$ cat config.mk
export PLATFORM = sky130hd
export DESIGN_NAME = pause_fade_ctrl
export DESIGN_NICKNAME = d
export VERILOG_FILES = /design/src/rtl/pause_pkg.sv /design/src/rtl/audio_gain_ramp.sv /design/src/rtl/pause_fade_ctrl.sv
export SDC_FILE = /design/constraint.sdc
export NUM_CORES = 1
export LEC_CHECK = 0
export BUFFER_PORTS_ARGS = -buffer_cell sky130_fd_sc_hd__buf_2
export CORE_AREA = 2 2 135 137
export DETAILED_ROUTE_END_ITERATION = 6
export DIE_AREA = 0 0 137 139
export PLACE_DENSITY = 0.73
export SLEW_MARGIN = 20
export SYNTH_ARGS = -nofsm -noshare
export SYNTH_HDL_FRONTEND = slang
export SYNTH_HIERARCHICAL = 1
export SYNTH_SLANG_ARGS = --single-unit
$ cat constraint.sdc
create_clock -name clk_sys -period 8.2 [get_ports clk_sys]
set_clock_uncertainty 0.05 [all_clocks]
set_input_delay 0.82 -clock clk_sys [delete_from_list [all_inputs] [get_ports clk_sys]]
set_output_delay 0.82 -clock clk_sys [all_outputs]
set_load 0.03 [all_outputs]
$ cat src/rtl/pause_pkg.sv
// Shared types and helpers for the pause / fade controller.
package pause_pkg;

    typedef enum logic [1:0] {
        ST_RUN    = 2'd0,
        ST_PAUSED = 2'd1,
        ST_DIMMED = 2'd2
    } pause_state_e;

    // Bits needed to hold a prescaler counting 0..ticks-1 (at least 1).
    function automatic int presc_width(input int ticks);
        return (ticks > 1) ? $clog2(ticks) : 1;
    endfunction

endpackage

$ cat src/rtl/audio_gain_ramp.sv
// Smooth audio gain ramp: free-running fade divider steps a saturating gain
// up or down, and a two-stage multiply/shift applies it to the sample.
module audio_gain_ramp
    import pause_pkg::*;
#(
    parameter int AW        = 16,
    parameter int GAIN_BITS = 6,
    parameter int FADE_DIV  = 256
) (
    input  logic                 clk_sys,
    input  logic                 reset_n,
    input  logic                 fade_down,
    input  logic signed [AW-1:0] audio_in,
    output logic signed [AW-1:0] audio_out
);

    localparam int FW = (FADE_DIV > 1) ? $clog2(FADE_DIV) : 1;
    localparam int PW = AW + GAIN_BITS + 1;
    localparam logic [FW-1:0]        FADE_LAST = FW'(FADE_DIV - 1);
    localparam logic [GAIN_BITS:0]   GAIN_FULL = {1'b1, {GAIN_BITS{1'b0}}};

    logic [FW-1:0]        fade_cnt;
    logic [GAIN_BITS:0]   gain;
    logic signed [PW-1:0] audio_ext;
    logic signed [PW-1:0] gain_ext;
    logic signed [PW-1:0] prod_d;
    logic signed [PW-1:0] prod_q;

    // Gain is never negative, so it enters the signed multiply zero-extended.
    assign audio_ext = PW'(audio_in);
    assign gain_ext  = PW'({1'b0, gain});
    assign prod_d    = audio_ext * gain_ext;

    // Fade divider and saturating gain step on each divider wrap.
    always_ff @(posedge clk_sys or negedge reset_n) begin
        if (!reset_n) begin
            fade_cnt <= '0;
            gain     <= GAIN_FULL;
        end else if (fade_cnt == FADE_LAST) begin
            fade_cnt <= '0;
            if (fade_down && gain != '0)
                gain <= gain - 1'b1;
            else if (!fade_down && gain != GAIN_FULL)
                gain <= gain + 1'b1;
        end else begin
            fade_cnt <= fade_cnt + FW'(1);
        end
    end

    // Stage 1 registers the product, stage 2 rescales back to sample width.
    always_ff @(posedge clk_sys or negedge reset_n) begin
        if (!reset_n) begin
            prod_q    <= '0;
            audio_out <= '0;
        end else begin
            prod_q    <= prod_d;
            audio_out <= AW'(prod_q >>> GAIN_BITS);
        end
    end

endmodule

$ cat src/rtl/pause_fade_ctrl.sv
// Pause merge, idle dimming and audio fade for the arcade core outputs.
//
//   state     | meaning
//   ----------+----------------------------------------------------------
//   ST_RUN    | core running, video and audio pass through
//   ST_PAUSED | core halted, idle seconds accumulating
//   ST_DIMMED | core halted, idle timeout reached, video at half level
module pause_fade_ctrl
    import pause_pkg::*;
#(
    parameter int RW            = 3,
    parameter int GW            = 3,
    parameter int BW            = 3,
    parameter int NREQ          = 2,
    parameter int TICKS_PER_SEC = 40000000,
    parameter int DIM_SECONDS   = 10,
    parameter int AW            = 16,
    parameter int GAIN_BITS     = 6,
    parameter int FADE_DIV      = 256
) (
    input  logic                  clk_sys,
    input  logic                  reset_n,
    input  logic                  user_button,
    input  logic [NREQ-1:0]       pause_request,
    input  logic [1:0]            options,
    input  logic                  OSD_STATUS,
    input  logic [RW-1:0]         r,
    input  logic [GW-1:0]         g,
    input  logic [BW-1:0]         b,
    output logic [RW+GW+BW-1:0]   rgb_out,
    input  logic signed [AW-1:0]  audio_in,
    output logic signed [AW-1:0]  audio_out,
    output logic                  pause_cpu,
    output logic                  dim_active,
    output logic [1:0]            state
);

    localparam int PW = presc_width(TICKS_PER_SEC);
    localparam int SW = (DIM_SECONDS > 0) ? $clog2(DIM_SECONDS + 1) : 1;
    localparam logic [PW-1:0] PRESC_LAST = PW'(TICKS_PER_SEC - 1);
    localparam logic [SW-1:0] SEC_MAX    = SW'(DIM_SECONDS);

    pause_state_e  st_q, st_d;
    logic [PW-1:0] presc_q, presc_d;
    logic [SW-1:0] secs_q, secs_d;
    logic          btn_q, btn_d1, user_pause;
    logic          btn_rise, sys_req, pause_req_any, wake;

    assign btn_rise      = btn_q & ~btn_d1;
    assign sys_req       = (|pause_request) | (options[0] & OSD_STATUS);
    assign pause_req_any = user_pause | sys_req;
    // A press that leaves the core paused only restarts the idle timer.
    assign wake          = btn_rise & (~user_pause | sys_req);

    assign state      = st_q;
    assign pause_cpu  = (st_q != ST_RUN);
    assign dim_active = (st_q == ST_DIMMED);

    // Register the button, detect its rising edge and toggle the user pause.
    always_ff @(posedge clk_sys or negedge reset_n) begin
        if (!reset_n) begin
            btn_q      <= 1'b0;
            btn_d1     <= 1'b0;
            user_pause <= 1'b0;
        end else begin
            btn_q  <= user_button;
            btn_d1 <= btn_q;
            if (btn_rise)
                user_pause <= ~user_pause;
        end
    end

    // State register and idle timers.
    always_ff @(posedge clk_sys or negedge reset_n) begin
        if (!reset_n) begin
            st_q    <= ST_RUN;
            presc_q <= '0;
            secs_q  <= '0;
        end else begin
            st_q    <= st_d;
            presc_q <= presc_d;
            secs_q  <= secs_d;
        end
    end

    // Next state and timer updates; unpause always takes priority.
    always_comb begin
        st_d    = st_q;
        presc_d = presc_q;
        secs_d  = secs_q;
        case (st_q)
            ST_RUN: begin
                if (pause_req_any) begin
                    st_d    = ST_PAUSED;
                    presc_d = '0;
                    secs_d  = '0;
                end
            end
            ST_PAUSED: begin
                if (!pause_req_any) begin
                    st_d = ST_RUN;
                end else if (wake) begin
                    presc_d = '0;
                    secs_d  = '0;
                end else if (options[1] && secs_q == SEC_MAX) begin
                    st_d = ST_DIMMED;
                end else if (presc_q == PRESC_LAST) begin
                    presc_d = '0;
                    if (secs_q != SEC_MAX)
                        secs_d = secs_q + SW'(1);
                end else begin
                    presc_d = presc_q + PW'(1);
                end
            end
            ST_DIMMED: begin
                if (!pause_req_any) begin
                    st_d = ST_RUN;
                end else if (wake) begin
                    st_d    = ST_PAUSED;
                    presc_d = '0;
                    secs_d  = '0;
                end else if (!options[1]) begin
                    st_d = ST_PAUSED;
                end
            end
            default: st_d = ST_RUN;
        endcase
    end

    // Registered video, each channel halved while dimmed.
    always_ff @(posedge clk_sys or negedge reset_n) begin
        if (!reset_n)
            rgb_out <= '0;
        else if (st_q == ST_DIMMED)
            rgb_out <= {r >> 1, g >> 1, b >> 1};
        else
            rgb_out <= {r, g, b};
    end

    audio_gain_ramp #(
        .AW        (AW),
        .GAIN_BITS (GAIN_BITS),
        .FADE_DIV  (FADE_DIV)
    ) u_gain (
        .clk_sys   (clk_sys),
        .reset_n   (reset_n),
        .fade_down (pause_cpu),
        .audio_in  (audio_in),
        .audio_out (audio_out)
    );

endmodule

Yosys cells after proc, flatten, opt, wreduce, memory -nomap -nowiden
Cells that the tools add are included.

Output and inout bits: 29. Input bits: 33. Logic and storage cells: 85. Register bits after elaboration: 97.

Multipliers: 1. Equality and inequality tests: 17. Muxes and demuxes: 29. Reduce and logical (&&, ||, !) cells: 14. Bitwise operators: 8. $add $sub $neg: 5.

Operators with widths (number): 26-bit 2-to-1 mux (7); 26-bit one-hot mux with 3 select lines (1); 4-bit 2-to-1 mux (8); 26-bit by 1-bit adder with 26-bit output (second input constant) (1); 26-bit == test (second input constant) (1); 16-bit by 8-bit multiplier with 22-bit output (1); 3-bit inequality test (second input constant) (5); 2-bit 2-to-1 mux (7); 7-bit 2-to-1 mux (2); 4-bit one-hot mux with 3 select lines (1); 9-bit 2-to-1 mux (1); 8-bit by 1-bit adder with 8-bit output (second input constant) (1); 8-bit == test (second input constant) (1); 8-bit 2-to-1 mux (1); 8-bit AND reduction (1); 7-bit by 1-bit adder with 7-bit output (second input constant) (1); 7-bit inequality test (second input constant) (1); 7-bit nonzero test (1); 7-bit by 1-bit subtractor with 7-bit output (second input constant) (1); 2-bit one-hot mux with 3 select lines (1); 6-bit AND reduction (1); 4-bit by 1-bit adder with 4-bit output (second input constant) (1); 4-bit == test (second input constant) (1); 2-bit by 1-bit inequality test with 1-bit output (second input constant) (2); 16 further kinds (25).

Logic depth before layout (Yosys ltp)
Gate-level depths: netlist of run 1.

Word-level depth: 7. Mapped depth: 19. Gate-level depth less buffers: 17.

Cells and area by module
The synthesis of run 1 kept the hierarchy.

Modules (own cells, without submodules): audio_gain_ramp (instances 1, area an instance 5320.1 µm², cells each 540); pause_fade_ctrl (instances 1, area an instance 2414.8 µm², cells each 248).

Least setup slack after synthesis of run 1
No wires, ideal clock.

Path type: input to register. From: input audio_in[9]. To: register u_gain.prod_q[21]. Slack: 3.304 ns. Stages on the path: 16. Required time: 8.023 ns. Buffers on the path: 0. Arrival time: 4.719 ns. Path through: nand2_1 -> fa_1 -> inv_1 -> fa_1 -> fa_1 -> inv_1 -> fa_1 -> inv_1 -> ha_1 -> a211oi_2 -> nand2_1 -> a2111oi_4 -> a21oi_2 -> a41o_1 -> o31ai_2 -> xnor2_1.

Longest elaborated chain between the ends: 1.

Ends and longest elaborated chain: start, declared (line pause_fade_ctrl.sv:31) `input logic signed [AW-1:0] audio_in,`; 16-bit by 8-bit multiplier with 22-bit output (line audio_gain_ramp.sv:32) `assign prod_d = audio_ext * gain_ext;`; named net u_gain.prod_d[21] (line audio_gain_ramp.sv:26) `logic signed [PW-1:0] prod_d;`; end signal, assigned (line audio_gain_ramp.sv:56) `prod_q <= prod_d;`; end, declared (line audio_gain_ramp.sv:27) `logic signed [PW-1:0] prod_q;`.

The timed path passes the listed nets, and every way through them passes these cells. A chain may end at the register's enable or synchronous reset.

Worst setup path in the final report of run 1
From: register u_gain.gain[4]. To: register u_gain.prod_q[21].

Longest elaborated chain between the ends: 1.

Ends and longest elaborated chain: start, declared (line audio_gain_ramp.sv:23) `logic [GAIN_BITS:0] gain;`; start signal, assigned (line audio_gain_ramp.sv:42) `gain <= gain - 1'b1;`; start signal, assigned (line audio_gain_ramp.sv:44) `gain <= gain + 1'b1;`; 16-bit by 8-bit multiplier with 22-bit output (line audio_gain_ramp.sv:32); named net u_gain.prod_d[21] (line audio_gain_ramp.sv:26).

The timed path passes the listed nets, and every way through them passes these cells.

==> results of run 1 <==
## layout by cell type, fill, tap and decap left out, types with 3 or more instances in the layout
cell / count
a31o_2: 4
a21o_1: 9
o2bb2ai_1: 4
a31oi_1: 3
mux2_2: 7
nand4_1: 10
a22o_1: 3
and2_1: 83
or3_1: 10
nor4_1: 7
buf_2: 60
o31ai_1: 5
dfrtp_1: 90
fa_1: 81
xnor2_1: 22
nor4bb_1: 3
clkbuf_16: 9
nor2_1: 27
nor2b_1: 6
inv_1: 127
nand3_1: 18
nor3_1: 6
and3_1: 11
nand2b_1: 5
or2_2: 5
nand2_1: 63
ha_1: 50
xor2_1: 14
a21oi_1: 24
o21ai_0: 31
## per-stage QoR
stage                     power [W]  setup WS (ns)  std cells  area, um2
after floorplan            0.000541           3.30        788       7730
after global placement     0.000580           3.00       1062       8260
after detailed placement   0.000582           2.91       1062       8260
after CTS                  0.000995           3.06       1078       8550
after global routing        0.00103           2.72       1078       8560
final                      0.000980           3.07       1078       8560
## cell usage after synthesis (all sizes together) (8+ instances only)
cell,instances,area [um2]
and3,11,68.8
xor2,14,123
nor3,8,62.6
nand4,11,75.1
inv,127,477
a21oi,26,145
and2,83,519
clkbuf,11,41.3
dfrtp,90,2250
o21ai,33,165
fa,81,1620
xnor2,22,193
nand3,18,90.1
a21o,9,67.6
ha,50,626
nand2,63,236
nor2,27,101
or3,12,85.1
## kinds of logic after synthesis
group | Yosys count
xor+xnor | 36
flops | 91
mux | 7
simple gates | 267
compound gates | 112
buf+inv | 144
fa+ha+maj | 131
## worst register-to-register path: cells and delay by family (launching register included)
kind	cells	cell delay, ns
adder cells (fa/ha/maj)	5	2.46
buffers and inverters	3	0.14
AND/OR/NAND/NOR	2	0.29
XOR/XNOR	1	0.10
AO/OA/AOI/OAI	5	1.25
flip-flops	1	0.73
## power by group
part           switching [W]  leakage (nW)  internal, W   total, W
logic              0.0000618          3.00    0.0000319  0.0000937
clock network       0.000187         0.144     0.000221   0.000408
registers          0.0000165          1.22     0.000462   0.000479
total               0.000266          4.36     0.000715   0.000980
## layout make-up
cell class                      count  area share
Clock inverter                      6     0.00658
Tap cell                          229      0.0335
Inverter                          127      0.0557
Clock buffer                       10      0.0279
Timing Repair Buffer               62      0.0369
Multi-Input combinational cell    553       0.573
Sequential cell                    91       0.266
## state kept, by name, summed over array words and instances (netlist names)
signal            flops
u_gain/audio_out     16
btn_q                 1
u_gain/fade_cnt       8
secs_q                4
user_pause            1
rgb_out               9
u_gain/prod_q        16
btn_d1                1
state                 2
u_gain/gain           7
presc_q              26
## worst max-delay path by stage
| stage | start | endpoint | slack [ns] | cells after the start |
|---|---|---|---|---|
| global placement | audio_in[9] | u_gain/prod_q[21] | 3.00 | 17 |
| CTS | u_gain/gain[3] | u_gain/prod_q[21] | 3.06 | 16 |
| finish | u_gain/gain[4] | u_gain/prod_q[21] | 3.07 | 16 |
| detailed placement | audio_in[9] | u_gain/prod_q[21] | 2.91 | 17 |
| floorplan | audio_in[9] | u_gain/prod_q[21] | 3.30 | 16 |
| global route | u_gain/gain[3] | u_gain/prod_q[21] | 2.72 | 16 |
## metal layers
layer	global-route usage	vias to the layer above	part of all wire
met2	0.265	124	0.46
li1	-	2685	-
met4	0.0521	0	0.013
met1	0.250	2719	0.48
met5	0	-	0
met3	0.0351	13	0.048
==> summary.md, run 1 <==
| Metric | Value |
|---|---|
| Post-CTS Setup Bufs | 0 |
| Nets@finish | 1008 |
| Seq/Total Area, Yosys | 0.295 |
| Crit path DAT | 5.32 ns |
| FFs w/ async S/R, synth | 1.00 |
| Total GRT Usage | 0.174 |
| TritonCTS clock tree | yes |
| Adder-cell area share of the yosys netlist | 0.291 |
| Detailed Route Iter0 Violations | 299 |
| Number of global-route vias before repair | 5473 |
| Layout cells sized above 1 | 0.126 |
| CP top delay family | adder cells |
| Core area | 0.0177 mm2 |
| DRC errors left | 0 |
| Syn_nets | 952 |
| Max-slew violations | 0 |
| Reg2reg path depth | 16 |
| Area of the multi-input gates | 0.00490 mm2 |
| CTS Root Cell | clkbuf_16 |
| Min cycle time layout | 5.13 ns |
| Pleak | 4.36 nW |
| Normalized max-slew margin | 0.353 |
| Worst-path clk slew | 0.07 ns |
| Synth Cell Area | 0.00773 mm2 |
| Pre-antenna DRT Iters | 5 |
| Pwr/cell area | 115 mW/mm2 |
| Hpwl dp | 12.0 mm |
| Post-synthesis average cell area | 9.82 um2 |
| Reg2reg start | u_gain/gain[4] |
| R2R Setup Slk | 3.07 ns |
| TritonCTS Buffers | 9 |
| Final setup fails | 0 |
| Clk buf depth | 2 |
| RSZ-0062 raised after global routing | false |
| IO Port Bufs | 61 |
| Initial antenna violation count | 0 |
| H-tree depth | 3 |
| Mux contribution to synthesized area | 0.0102 |
| Yosys reg bits | 91 |
| Slew @ Worst Pin | 0.962 ns |
| Peak VDD IR | 0.000114 V |
| Final GP Congestion | 0.848 |
| Total gr overflow | 0 |
| Sequential cell area | 0.00228 mm2 |
| Worst Hold End | u_gain/audio_out[7] |
| Fmax achieved | 0.195 GHz |
| Buffers & Inverters on Critical Path | 3 |
| Type of the worst min-delay path | reg2reg |
| Die height | 139 um |
| Initial Utilization | 0.438 |
| Syn-to-layout area delta | 10.6% |
| Status | completed |
| TNS Setup | 0 ns |
| Primary FF master, synth | dfrtp_1 |
| RR Endpoint | u_gain/prod_q[21] |
| Via density | 5.14 |
| Tcrit/Tclk final | 0.626 |
| Largest family of logic cells by synthesized area | adder cells |
| Crit path cell chain | nand2_1 -> fa_1 -> inv_1 -> fa_1 -> fa_1 -> inv_1 -> fa_1 -> inv_1 -> ha_1 -> a211oi_2 -> nand2_1 -> a2111oi_4 -> a21oi_2 -> a41o_1 -> o31ai_2 -> xnor2_1 |
| Routed length per instance | 14.1 um |
| Die area | 0.0190 mm2 |
| CP Class | reg2reg |
| Layout fillers | 1647 |
| I/O pins | 62 |
| Worst setup SP type | flip-flop |
| Most used cell, CP | fa_1 |
| Pin count of the biggest net entering global routing | 66 |
| Clk_lat worst skew | 0.35 ns |
| Site Rows | 49 |
| Sink Count | 91 |
| Antenna viol nets, final | 0 |
| CP max stage delay | 0.73 ns |
| Routed WL | 15.2 mm |
| Critical path capture point type | flip-flop |
| Crit Path Max Fanout | 19 |
| Post-cts sizing count | 0 |
| Core Util, Final | 0.485 |
| Diode count | 0 |
| Simple logic cell fraction of the synthesized area | 0.191 |
| Area fraction in compound gates after synthesis | 0.101 |
| Mapped Cells | 788 |
| Min-delay src | u_gain/prod_q[13] |
| Final hold vios | 0 |
| Post-CTS Hold Fix Bufs | 0 |
| Die width | 137 um |
| Synth warn | 6 |
| First-pass GRT wire length | 26.3 mm |
| Vias | 5541 |
| MaxCap Viol Count | 0 |
| Synth unique cells | 63 |
| Final hold slack | 0.302 ns |
| Slowest CP cell | dfrtp_1 |
| XOR/XNOR Fraction of Synth Area | 0.0408 |
| Hold-critical path depth | 0 |
| Critical path required time | 8.39 ns |
| Post-synth EDFFs | 0 |
No activity file was read; power rests on OpenSTA's default activity.
==> run 2: changes to the inputs <==
Settings changed: PLACE_DENSITY 0.73 to 0.75.
Clock period 8.2 ns to 4.45 ns, I/O delays scaled along.
==> run 2 against run 1 <==
Effect of this change: sequential share of layout area is 2.4 points lower; sequential power is 84% higher; combinational power is 100% higher; the flow now finishes with violations (setup timing); clock power is 85% higher; power is 86% higher; critical endpoint is now u_gain/prod_q[20]; highest routed layer unchanged; sequential cell count stayed put; global-route usage is 1.4 points higher.
==> summary.md, run 2 (synthesized netlist as in run 1, its figures left out) <==
| Metric | Value |
|---|---|
| Peak VDD IR | 0.000185 V (+62%) |
| Antenna viol nets, final | 0 (unchanged) |
| Setup crit start | u_gain/gain[4] |
| Die height | 139 um (unchanged) |
| Initial antenna violation count | 0 (unchanged) |
| Max-slew violations | 0 (unchanged) |
| Placed Area | 0.00875 mm2 (+5.9%) |
| DRC errors left | 0 (unchanged) |
| Sink Count | 91 (unchanged) |
| H-tree depth | 3 (unchanged) |
| CTS Root Cell | clkbuf_16 |
| Routed length per instance | 14.6 um (+3.1%) |
| Type of the worst min-delay path | in2async |
| Final instance area | 0.00941 mm2 (+9.9%) |
| Vias | 5812 (+4.9%) |
| MaxCap Viol Count | 0 (unchanged) |
| R2R Setup Slk | -0.08 ns (-3.14 ns) |
| RR Endpoint | u_gain/prod_q[20] |
| Pin count of the biggest net entering global routing | 55 (-17%) |
| Fmax achieved | 0.221 GHz (+13%) |
| CP Class | reg2reg |
| Failing checks | setup timing |
| Placed insts | 1123 (+5.7%) |
| RSZ-0062 raised after global routing | true |
| I/O pins | 62 (unchanged) |
| Core area | 0.0177 mm2 (unchanged) |
| Crit Path Max Fanout | 6 (-13) |
| Status | complete, but fails checks |
| TritonCTS clock tree | yes |
| Final GP Congestion | 0.859 (+1.4%) |
| Routed WL | 16.8 mm (+10%) |
| Die width | 137 um (unchanged) |
| Number of global-route vias before repair | 5963 (+9.0%) |
| Syn-to-layout area delta | 21.6% |
| Crit path DAT | 4.76 ns (-0.56 ns) |
| Crit path cell chain | buf_6 -> buf_4 -> and2_4 -> fa_1 -> ha_1 -> inv_1 -> fa_1 -> fa_1 -> inv_1 -> ha_4 -> buf_4 -> o21ai_2 -> a21oi_2 -> o31ai_2 -> buf_4 -> a21oi_4 -> a41o_1 -> o21a_1 -> xor2_1 |
| Setup WS post-layout | -0.0780 ns (-3.14 ns) |
| Most common cell after layout, fill and taps aside | inv_1 |
| Buffers & Inverters on Critical Path | 6 (+3) |
| Critical path capture point type | flip-flop |
| Layout fillers | 1570 (-4.7%) |
| Total gr overflow | 0 (unchanged) |
| Clk_lat worst skew | 0.35 ns (about the same) |
| Top reg by flops | presc_q |
| Registers with the most flip-flops | presc_q x26, u_gain/audio_out x16, u_gain/prod_q x16 |
| Final Non-Filler Cells | 1152 (+6.9%) |
| Die area | 0.0190 mm2 (unchanged) |
| TritonCTS Buffers | 9 (unchanged) |
| Final hold vios | 0 (unchanged) |
| First-pass GRT wire length | 28.6 mm (+8.5%) |
| Reg2reg start | u_gain/gain[4] |
| Worst-path clk slew | 0.07 ns (about the same) |
| CP top delay family | adder cells |
| Via density | 5.05 (-1.8%) |
| Initial Utilization | 0.438 (unchanged) |
| Nets@finish | 1082 (+7.3%) |
| Hpwl dp | 13.1 mm (+9.2%) |
| Post-CTS Hold Fix Bufs | 0 (unchanged) |
| Min cycle time layout | 4.53 ns (-0.606 ns) |
| Layout cells sized above 1 | 0.267 (+0.140) |
| Tcrit/Tclk final | 1.02 (+0.391) |
| Max reg flops | 26 (unchanged) |
| Diode count | 0 (unchanged) |
| Site Rows | 49 (unchanged) |
| Slowest CP cell | fa_1 |
| Area of the multi-input gates | 0.00516 mm2 (+5.3%) |
| Critical path required time | 4.68 ns (-3.71 ns) |
| Worst setup SP type | flip-flop |
| Final hold slack | 0.0708 ns (-0.231 ns) |
| Pwr/cell area | 194 mW/mm2 (+70%) |
| Pleak | 4.70 nW (+7.9%) |
| Sequential cell area | 0.00228 mm2 (+0.16%) |
| Tot Pwr | 0.00183 W (+86%) |
| IO Port Bufs | 61 (unchanged) |
| Most frequent cells in the layout | inv_1 (111), dfrtp_1 (87), and2_1 (75) |
| Reg2reg path depth | 19 (+3) |
| Normalized max-slew margin | 0.360 (+0.00699) |
| Pre-antenna DRT Iters | 7 (+2) |
| Final setup fails | 4 (+4) |
| Total GRT Usage | 0.188 (+0.0143) |
| Slew @ Worst Pin | 0.951 ns (-0.0104 ns) |
| CP max stage delay | 0.50 ns (-0.23 ns) |
| Clk buf depth | 2 (unchanged) |
| Detailed Route Iter0 Violations | 290 (-3.0%) |
-- run 2: changes by cell type in the layout (fill, tap and decap cells not counted), sizes merged --
cell / before / now
buf: 62 / 136
clkbuf: 10 / 9
clkinv: 1 / 2
-- run 2: what timing repair did --
item                       4_1_cts  5_1_grt
setup endpoints to repair       10        9
pin swaps                       53       22
setup buffers                    8        4
gates cloned                     1        0
gates resized for setup         60       20
-- run 2: final cells by class --
| class | count | share of cell area |
|---|---|---|
| Inverter | 127 | 0.0507 |
| Multi-Input combinational cell | 553 | 0.549 |
| Sequential cell | 91 | 0.243 |
| Clock inverter | 7 | 0.00718 |
| Tap cell | 229 | 0.0305 |
| Clock buffer | 9 | 0.0239 |
| Timing Repair Buffer | 136 | 0.0962 |
-- run 2: where the power goes --
group	internal, W	switching, W
sequential	0.000851	0.0000309
clock	0.000393	0.000362
combinational	0.0000706	0.000120
-- run 2: worst max path at each step --
stage	to	slack, ns	cells past startpoint
2_1_floorplan	u_gain/prod_q[20]	0.009	17
3_5_place_dp	u_gain/prod_q[15]	-0.27	15
3_3_place_gp	u_gain/prod_q[15]	-0.20	15
6_report	u_gain/prod_q[20]	-0.08	19
4_1_cts	u_gain/prod_q[20]	-0.03	15
5_1_grt	u_gain/prod_q[20]	-0.23	19
-- run 2: per-stage QoR --
step	setup WS [ns]	util	TNS, ns
after floorplan	0.00906	-	0
after global placement	-0.197	0.495	-1.00
after detailed placement	-0.266	0.495	-1.39
after CTS	-0.0325	0.528	-0.0358
after global routing	-0.229	0.533	-0.841
final	-0.0780	0.533	-0.158
-- run 2: routing by layer --
metal | track usage | wire [um]
met5 | 0 | 0
met4 | 0.0434 | 237
met3 | 0.0395 | 775
met2 | 0.310 | 8150
met1 | 0.254 | 7620
==> run 3: changes to the inputs <==
Settings changed: BUFFER_PORTS_ARGS -buffer_cell sky130_fd_sc_hd__buf_2 to -buffer_cell sky130_fd_sc_hd__clkbuf_2.
==> run 3 against run 2 <==
Effect of this change: the flow still finishes with violations (setup timing); register-to-register slack worse by 0.03 ns; sequential share of layout area barely moved; power up 1.1%; count of clock-buffer cells in the layout unchanged; global-route usage decreased by 0.28 points; clock power grew 3.2%; routed wire length is 1.3% lower; critical path depth fell by 1; maximum frequency shrank 0.59%; combinational power about the same; critical endpoint unchanged.
==> summary.md, run 3 (synthesized netlist as in run 1, its figures left out) <==
| Metric | Value |
|---|---|
| Status | complete, but fails checks |
| Failing checks | setup timing |
| Hpwl dp | 13.0 mm (-0.30%) |
| GRT met3 Usage | 0.0365 (-0.00292) |
| Final hold slack | 0.0883 ns (+0.0175 ns) |
| Pre-antenna DRT Iters | 4 (-3) |
| H-tree depth | 3 (unchanged) |
| Final hold vios | 0 (unchanged) |
| Registers with the most flip-flops | presc_q x26, u_gain/audio_out x16, u_gain/prod_q x16 |
| Final GP Congestion | 0.869 (+1.1%) |
| Placed Area | 0.00876 mm2 (+0.14%) |
| TritonCTS Buffers | 9 (unchanged) |
| IO Port Bufs | 61 (unchanged) |
| Min cycle time layout | 4.55 ns (+0.0268 ns) |
| Site Rows | 49 (unchanged) |
| Global routing usage on met2 | 0.314 (+0.00367) |
| Post-CTS Hold Fix Bufs | 0 (unchanged) |
| Worst-path clk slew | 0.07 ns (about the same) |
| Type of the worst min-delay path | in2async |
| CP Class | reg2reg |
| Top reg by flops | presc_q |
| Clk_lat worst skew | 0.35 ns (about the same) |
| Initial Utilization | 0.438 (unchanged) |
| CTS Root Cell | clkbuf_16 |
| Total GRT Usage | 0.185 (-0.00282) |
| Buffers & Inverters on Critical Path | 5 (-1) |
| Crit path cell chain | buf_4 -> and2_1 -> fa_1 -> ha_1 -> inv_1 -> fa_1 -> fa_1 -> inv_1 -> ha_1 -> buf_4 -> o21ai_0 -> a21oi_1 -> o31ai_1 -> buf_4 -> a21oi_4 -> a41o_1 -> o21a_1 -> xor2_1 |
| Pleak | 4.73 nW (+0.55%) |
| CP top delay family | adder cells |
| Pwr/cell area | 196 mW/mm2 (+1.1%) |
| GR peak layer | met2 |
| Pin count of the biggest net entering global routing | 57 (+3.6%) |
| Normalized max-slew margin | 0.294 (-0.0659) |
| MaxCap Viol Count | 0 (unchanged) |
| Sink Count | 91 (unchanged) |
| Critical path required time | 4.62 ns (-0.06 ns) |
| Fmax achieved | 0.220 GHz (-0.59%) |
| Slowest CP cell | fa_1 |
| Most common cell after layout, fill and taps aside | inv_1 |
| I/O pins | 62 (unchanged) |
| DRC errors left | 0 (unchanged) |
| RSZ-0062 raised after global routing | true |
| TritonCTS clock tree | yes |
| Tcrit/Tclk final | 1.02 (+0.00602) |
| Via density | 5.04 (-0.16%) |
| Routed length per instance | 14.4 um (-1.4%) |
| CP max stage delay | 0.54 ns (+0.04 ns) |
| Routed WL | 16.6 mm (-1.3%) |
| Core area | 0.0177 mm2 (unchanged) |
| Final instance area | 0.00941 mm2 (about the same) |
| Crit path DAT | 4.73 ns (-0.03 ns) |
| Crit Path Max Fanout | 7 (+1) |
| Die width | 137 um (unchanged) |
| Post-place setup slack | -0.280 ns (-0.0141 ns) |
| Nets@finish | 1083 (+0.092%) |
| Number of global-route vias before repair | 6107 (+2.4%) |
| Met1 GRT Util | 0.240 (-0.0138) |
| Die area | 0.0190 mm2 (unchanged) |
| Critical path capture point type | flip-flop |
| Setup WS post-layout | -0.105 ns (-0.0268 ns) |
| Clk buf depth | 2 (unchanged) |
| Tot Pwr | 0.00185 W (+1.1%) |
| Total gr overflow | 0 (unchanged) |
| Antenna viol nets, final | 0 (unchanged) |
| Syn-to-layout area delta | 21.6% (about the same) |
| Most frequent cells in the layout | inv_1 (117), dfrtp_1 (87), and2_1 (81) |
| Final setup fails | 6 (+2) |
| Max reg flops | 26 (unchanged) |
| Max-slew violations | 0 (unchanged) |
| Peak VDD IR | 0.000220 V (+19%) |
| First-pass GRT wire length | 28.3 mm (-0.82%) |
| Worst setup SP type | flip-flop |
| Initial antenna violation count | 0 (unchanged) |
| Die height | 139 um (unchanged) |
| Slew @ Worst Pin | 1.05 ns (+0.0980 ns) |
| Diode count | 0 (unchanged) |
| Vias | 5808 (-0.069%) |
| Layout cells sized above 1 | 0.245 (-0.0219) |
| Detailed Route Iter0 Violations | 270 (-6.9%) |
==> run 3: cell types whose count changed in the layout (fill, tap and decap cells not counted), moves of 3 or more <==
cell,delta
clkbuf_2,+60
fa_1,+4
inv_2,-6
buf_6,-3
nand2_2,-3
buf_2,-60
fa_2,-4
and2_4,-6
and2_1,+6
inv_1,+6
nand2_1,+3
==> run 3: per-layer routing <==
metal	wire length, um	share of wire	vias up
met5	0	0	-
met4	177	0.011	0
met3	639	0.039	18
met2	8340	0.50	108
met1	7400	0.45	2851
li1	-	-	2831
==> run 3: where the power goes <==
part / switching, W / total [W] / internal [W] / leakage, nW
sequential: 0.0000296 / 0.000882 / 0.000852 / 1.21
clock: 0.000334 / 0.000778 / 0.000444 / 0.149
combinational: 0.000119 / 0.000188 / 0.0000683 / 3.37
==> run 3: worst paths after layout <==
check	start	cells past startpoint	slack, ns	end
worst max-delay path	u_gain/gain[3]	18	-0.10	u_gain/prod_q[20]
worst min-delay path	reset_n	1	0.09	rgb_out[6]
worst max register to register	u_gain/gain[3]	18	-0.10	u_gain/prod_q[20]
worst min register to register	u_gain/prod_q[13]	0	0.29	u_gain/audio_out[7]
max in group asynchronous	reset_n	2	3.30	u_gain/gain[3]
min in group clk_sys	user_button	1	0.16	btn_q
==> run 3: layout make-up <==
cell class / instances / area (um2)
Inverter: 127 / 477
Multi-Input combinational cell: 553 / 5130
Tap cell: 229 / 287
Clock buffer: 9 / 225
Timing Repair Buffer: 137 / 926
Clock inverter: 7 / 80.1
Sequential cell: 91 / 2280
Fill cell: 1540 / 8250
==> run 3: worst register-to-register path, stage by stage, from the launching register on <==
cell	delay [ns]
dfrtp_2	0.46
buf_4	0.18
and2_1	0.15
fa_1	0.46
ha_1	0.29
inv_1	0.05
fa_1	0.50
fa_1	0.54
inv_1	0.04
ha_1	0.33
buf_4	0.16
o21ai_0	0.17
a21oi_1	0.10
o31ai_1	0.08
buf_4	0.19
a21oi_4	0.06
a41o_1	0.25
o21a_1	0.23
xor2_1	0.14
==> run 3: metrics by stage <==
| stage | setup TNS, ns | instances | utilization |
|---|---|---|---|
| after global placement | -0.773 | 1123 | 0.496 |
| after global routing | -1.67 | 1153 | 0.533 |
| final | -0.356 | 1153 | 0.533 |
| after floorplan | 0 | 788 | - |
| after detailed placement | -1.47 | 1123 | 0.496 |
| after CTS | -0.125 | 1148 | 0.526 |
==> run 3: timing repair <==
item / 4_1_cts / 5_1_grt
pin swaps: 46 / 15
hold endpoints to repair: 0 / 0
gates resized for setup: 36 / 22
endpoints found under the setup margin: 8 / 12
setup buffers: 9 / 5
